File: config.mk
export PLATFORM = sky130hd
export DESIGN_NAME = difftest_step_batcher
export DESIGN_NICKNAME = d
export VERILOG_FILES = /design/src/rtl/difftest_step_batcher.sv
export SDC_FILE = /design/constraint.sdc
export NUM_CORES = 1
export LEC_CHECK = 0
export CAP_MARGIN = 10
export CORE_MARGIN = 2
export CORE_UTILIZATION = 40
export CTS_CLUSTER_SIZE = 40
export DETAILED_ROUTE_END_ITERATION = 10
export DONT_BUFFER_PORTS = 1
export GPL_TIMING_DRIVEN = 0
export PLACE_DENSITY = 0.52
export SLEW_MARGIN = 20
export SYNTH_ARGS = -nofsm -noshare
export SYNTH_HDL_FRONTEND = slang
export SYNTH_SLANG_ARGS = --single-unit
File: constraint.sdc
create_clock -name clock -period 2.25 [get_ports clock]
set_clock_uncertainty 0.15 [all_clocks]
set_input_delay 0.1125 -clock clock [delete_from_list [all_inputs] [get_ports clock]]
set_output_delay 0.1125 -clock clock [all_outputs]
set_load 0.05 [all_outputs]
File: src/rtl/difftest_step_batcher.sv
// difftest_step_batcher: batches per-cycle commit step counts into checker
// requests over a valid/ready handshake and latches the checker's verdict
// as a sticky simv_result (0 running, 1 done, other nonzero codes fail).
module difftest_step_batcher #(
  parameter int STEP_WIDTH    = 8,
  parameter int ACC_WIDTH     = 16,
  parameter int BATCH_THRESH  = 64,
  parameter int FLUSH_TIMEOUT = 256
) (
  input  logic                  clock,
  input  logic                  reset,
  input  logic [STEP_WIDTH-1:0] step,
  input  logic                  flush,
  output logic                  req_valid,
  input  logic                  req_ready,
  output logic [ACC_WIDTH-1:0]  req_count,
  input  logic                  rsp_valid,
  input  logic [7:0]            rsp_result,
  output logic [7:0]            simv_result,
  output logic                  busy,
  output logic                  overflow,
  output logic                  protocol_err
);

  localparam int TW = $clog2(FLUSH_TIMEOUT + 1);
  localparam logic [TW-1:0]        TIMEOUT = TW'(FLUSH_TIMEOUT);
  localparam logic [ACC_WIDTH-1:0] THRESH  = ACC_WIDTH'(BATCH_THRESH);
  localparam logic [ACC_WIDTH-1:0] ACC_MAX = '1;

  typedef enum logic [1:0] {S_ACCUM, S_REQ, S_WAIT, S_HALT} state_t;

  state_t                r_state;
  logic [ACC_WIDTH-1:0]  r_acc;
  logic [TW-1:0]         r_idle;
  logic                  r_req_valid;
  logic [ACC_WIDTH-1:0]  r_req_count;
  logic [7:0]            r_simv;
  logic                  r_busy;
  logic                  r_overflow;
  logic                  r_perr;

  logic [ACC_WIDTH:0]    w_sum;
  logic                  w_sat;
  logic [ACC_WIDTH-1:0]  w_acc_next;
  logic [TW-1:0]         w_idle_next;
  logic                  w_trigger;

  // Saturating accumulate, idle-timer advance and batch trigger from registered state
  always_comb begin
    w_sum       = {1'b0, r_acc} + (ACC_WIDTH+1)'(step);
    w_sat       = w_sum[ACC_WIDTH];
    w_acc_next  = w_sat ? ACC_MAX : w_sum[ACC_WIDTH-1:0];
    w_idle_next = r_idle;
    if (step != '0)            w_idle_next = '0;
    else if (r_idle < TIMEOUT) w_idle_next = r_idle + 1'b1;
    w_trigger = (r_acc >= THRESH) ||
                ((r_acc != '0) && (r_idle >= TIMEOUT)) ||
                (flush && (r_acc != '0));
  end

  // Batch FSM; all outputs are registered alongside the state
  always_ff @(posedge clock) begin
    if (reset) begin
      r_state     <= S_ACCUM;
      r_acc       <= '0;
      r_idle      <= '0;
      r_req_valid <= 1'b0;
      r_req_count <= '0;
      r_simv      <= '0;
      r_busy      <= 1'b0;
      r_overflow  <= 1'b0;
      r_perr      <= 1'b0;
    end else begin
      // A verdict is only legal while waiting for one
      if (rsp_valid && (r_state != S_WAIT)) r_perr <= 1'b1;
      // Steps keep counting in every live state; the trigger cycle overrides below
      if (r_state != S_HALT) begin
        r_acc  <= w_acc_next;
        r_idle <= w_idle_next;
        if (w_sat) r_overflow <= 1'b1;
      end
      case (r_state)
        S_ACCUM: if (w_trigger) begin
          // Ship the registered total; this cycle's step starts the next batch
          r_req_count <= r_acc;
          r_acc       <= ACC_WIDTH'(step);
          r_idle      <= '0;
          r_overflow  <= r_overflow;
          r_req_valid <= 1'b1;
          r_busy      <= 1'b1;
          r_state     <= S_REQ;
        end
        S_REQ: if (req_ready) begin
          r_req_valid <= 1'b0;
          r_state     <= S_WAIT;
        end
        S_WAIT: if (rsp_valid) begin
          if (rsp_result == 8'h00) begin
            r_busy  <= 1'b0;
            r_state <= S_ACCUM;
          end else begin
            r_simv  <= rsp_result;
            r_busy  <= 1'b0;
            r_state <= S_HALT;
          end
        end
        default: ;
      endcase
    end
  end

  assign req_valid    = r_req_valid;
  assign req_count    = r_req_count;
  assign simv_result  = r_simv;
  assign busy         = r_busy;
  assign overflow     = r_overflow;
  assign protocol_err = r_perr;

endmodule

**Word level (Yosys, flattened, before mapping)**

Index checks and enable logic that the tools add are counted.

- Flip-flop bits (word level): 55
- Bits in latches: 0
- Memory bits (writable): 0
- Memory bits (read-only): 0
- Logic and storage cells: 63
- Memories kept: 0

- Add/sub/neg operators: 2
- Multipliers: 0
- Div/mod/pow operators: 0
- Magnitude comparators: 3
- Eq/ne operators: 8
- Shift-type cells: 0
- Mux-type cells: 23
- Bitwise operators: 1
- Reduce and logical (&&, ||, !) cells: 17

Operators with widths:

| cell | count |
|---|---|
| 2-to-1 mux 16 bit | 4 |
| 2-to-1 mux 9 bit | 5 |
| adder 16 x 8 -> 17 bit | 1 |
| >= comparator 16 x 7 -> 1 bit, second input constant | 1 |
| nonzero test 16 bit | 1 |
| != test 2 bit, second input constant | 6 |
| adder 9 x 1 -> 9 bit, second input constant | 1 |
| >= comparator 9 bit, second input constant | 1 |
| less-than comparator 9 bit, second input constant | 1 |
| AND reduction 3 bit | 3 |
| zero test 8 bit | 1 |
| 2-to-1 mux 2 bit | 4 |
| nonzero test 8 bit | 1 |
| 2-to-1 mux 1 bit | 7 |
| case mux 2 bit (3 select lines) | 1 |
| case mux 1 bit (2 select lines) | 2 |
| AND reduction 4 bit | 1 |
| nonzero test 2 bit | 2 |
| logical AND 1 bit | 3 |
| nonzero test 3 bit | 1 |
| equality test 2 x 1 -> 1 bit, second input constant | 1 |
| equality test 2 bit, second input constant | 1 |
| zero test 2 bit | 1 |
| logical OR 1 bit | 2 |
| 2 further kinds | 2 |

**Depth between registers and ports, before layout**

- Depth in word-level cells: 6
- Mapped depth: 8

**Worst setup path after synthesis**

No wires, ideal clock.

- Path kind: reg-to-reg
- Start: reg r_acc[0]
- End: reg r_acc[5]
- Data arrival time: 1.939 ns
- Required time: 2.013 ns
- Path slack: 0.074 ns
- Cell stages (with the launch flop): 8
- Cells stage by stage: dfxtp_1 -> ha_1 -> fa_1 -> nand3_1 -> a2111o_1 -> a211oi_2 -> nor4_1 -> o31ai_1

- Longest elaborated chain between the ends: 6

Ends and longest elaborated chain:

| item | line | text |
|---|---|---|
| start: declaration | 33 | `logic [ACC_WIDTH-1:0] r_acc;` |
| start signal: assignment | 78 | `r_acc <= w_acc_next;` |
| start signal: assignment | 86 | `r_acc <= ACC_WIDTH'(step);` |
| branches (longest 5 deep; another with adder 16 x 8 -> 17 bit) | -- |  |
| 2-to-1 mux 16 bit * | 82 | `case (r_state)` |

Mark *: on every way between the ends.
A chain may end at the register's enable or synchronous reset.

**Worst setup path in the final report**

- Start: reg r_acc[0]
- End: reg r_acc[3]

Same word-level chain as after synthesis.

==> impl_metrics.yaml <==
sta:
  finalCriticalPeriod_ns: 2.25
  hold_slack_ns: -0.242
  hold_viol_final: 1
  max_freq_mhz: 444
  finalMaxSlewViolations: 0
  setup_violations: 1
  rsz0062_at_grt: "true"
  maxSlewHeadroom_pct: 64.0
  tns_ns: -0.000826
  period_share_pct: 100
  worst_slew_pin_slew_ns: 0.539
  worst_slack_ns: -0.000826
synth:
  syn_nets: 348
  synth_edf_count: 0
  postSynth.asyncResetShare_pct: 0
  synth_area_leaders: "dfxtp_1 40%, ha_1 5.9%, a22o_1 4.8%"
  synth_flop_cell: "dfxtp_1"
  ys_types: 55
  synthTopCellsByCount: "55 x dfxtp_1, 32 x nor2_1, 26 x nand2_1, 20 x a21oi_1, 15 x a22o_1"
  synth_warnings: 0
  synth_top_cell_by_area: "dfxtp_1"
  synth_seq_cells: 55
  postSynthCellCount: 313
  post_synth.cell_area_avg_um2: 8.79
  yosysSeqAreaShare_pct: 40.0
  synth_most_common_cell: "dfxtp_1"
  yosysTopAreaCellShare_pct: 40.0
  mappedNetlistArea_mm2: 0.00275
clock_tree:
  clock-root-buffer: "clkbuf_8"
  clock_latency_ns: 0.31
  numCtsBuffers: 5
  clock_path_buffers: 2
  hold_buffers: 17
  cts_sinks: 55
  htree_num_levels: 2
  clk_pin_slew_ns: 0.10
  cts_tree: "built"
min_path:
  hold_path.startpoint: "step[0]"
  min_path_type: "input port to flop"
outcome:
  violations: "negative hold slack, negative setup slack"
  status: "finished, violations left"
placed_design:
  dp_slack_ns: -0.437
  dp_hpwl_um: 4860
  place_area_mm2: 0.00285
  numPortBuffers: 0
  gp_congestion: 0.781
  dp_cells: 393
final_layout:
  fillers: 631
  seq_area_mm2: 0.00111
  final_cells: 429
  drive_gt1_share_pct: 20.9
  multi_input_area_mm2: 0.00186
  final_net_count: 383
  n_antenna_cell: 0
  final_core_util_pct: 53.2
  design_area_mm2: 0.00358
  area_growth_syn_to_layout_pct: 30.0
pwr:
  leakage_nw: 1.30
  power_mw: 3.92
  ir_worst_vdd_v: 0.000593
  p_per_area_mw_per_mm2: 1100
drt:
  routed_wl_um: 7210
  via_count: 2491
  ant_nets: 0
  drtIter0Drc: 102
  viasPerCell: 5.81
  first_pass_iters: 4
  drc: 0
  wl_per_cell_um: 16.8
die:
  die_w_um: 86.9
  floorplan.initialDensity_pct: 40.9
  ios: 49
  fp.dieH_um: 86.9
  rows: 30
  core_region_area_mm2: 0.00672
  die_area_mm2: 0.00756
worst_setup_path:
  critical_path_required_ns: 2.32
  cp.arrival_ns: 2.32
  cp-startpoint: "r_acc[0]$_SDFF_PP0_"
  path_class: "flop to flop"
  rr_startpoint: "r_acc[0]$_SDFF_PP0_"
  path_max_fanout: 7
  crit_path_end_kind: "flop"
  cp-start-kind: "flop"
global_route:
  grt_max_degree: 18
  grt_pass1_wl_um: 11500
  grt_usage_pct: 19.3
  grt_antenna_before_repair: 0
  overflow: 0
  grt_pass1_vias: 2406
flow_run:
  drv_cap: 0
cell usage in the layout, fill, tap and decap left out, drive strengths merged, types with 4 or more instances in the layout:
master / count
a21o: 4
nand3: 13
o31ai: 10
inv: 13
a22o: 15
nand2: 27
a21oi: 22
and3: 6
a31oi: 5
a211oi: 10
dfxtp: 55
clkbuf: 15
xor2: 6
o21ai: 9
dlygate4sd3: 17
nor3: 9
nor4: 6
nand4: 5
nor2: 33
ha: 13
buf: 15
logic make-up (layout without fill, tap and decap cells):
| family | Yosys count | after routing | share of synthesized area (%) |
|---|---|---|---|
| compound gates | 92 | 92 | 24.9 |
| buf+inv | 25 | 61 | 3.77 |
| simple gates | 115 | 115 | 20.6 |
| xor+xnor | 9 | 9 | 2.87 |
| fa+ha+maj | 14 | 14 | 6.64 |
| mux | 3 | 3 | 1.18 |
| flops | 55 | 55 | 40.0 |
registers in the layout, summed over array words and instances, names as in the netlist:
name          count
req_valid         1
r_acc            16
req_count        16
overflow          1
r_idle            9
protocol_err      1
r_state           2
busy              1
simv_result       8
power by group:
group	total, mW	switching (mW)	internal (mW)
Sequential	1.55	0.417	1.13
Combinational	1.81	0.932	0.878
Clock	0.563	0.338	0.225
Total	3.92	1.69	2.23
layout make-up:
type                       instances  share of cell area [%]
clock inverter                     2                   0.455
clock buffer                       6                    2.03
timing repair buffer              28                    8.25
sequential                        55                    31.0
inverter                          12                    1.26
buffer                            13                    2.20
tap                               80                    2.80
multi-input combinational        233                    52.0
layer usage:
metal,part of all wire [%],vias up,GRT usage (%)
li1,-,1233,-
met1,46,1190,24.8
met2,48,63,32.1
met3,5.0,5,5.69
met4,0.78,0,3.98
met5,0,-,0
critical path: stages, from the launching register on:
cell and delay [ns]:
dfxtp_4 0.38, or4_4 0.58, o32a_1 0.38, o21ai_2 0.21
nand2_4 0.09, buf_12 0.14, o31ai_1 0.24
final timing paths:
path,to,slack [ns],cells after the start
max,r_acc[3]$_SDFF_PP0_,-0.0008,6
min,r_acc[0]$_SDFF_PP0_,-0.24,2
max reg2reg,r_acc[3]$_SDFF_PP0_,-0.0008,6
min reg2reg,r_idle[6]$_SDFF_PP0_,0.38,2
repair_timing:
| item | CTS | global route |
|---|---|---|
| gates cloned | 0 | 1 |
| pin swaps | 12 | 14 |
| endpoints found under the setup margin | 30 | 40 |
| endpoints found under the hold margin | 19 | 1 |
| buffers inserted | 6 | 4 |
| resized for setup | 20 | 53 |
Note: power is estimated with default switching activity, not from simulation.
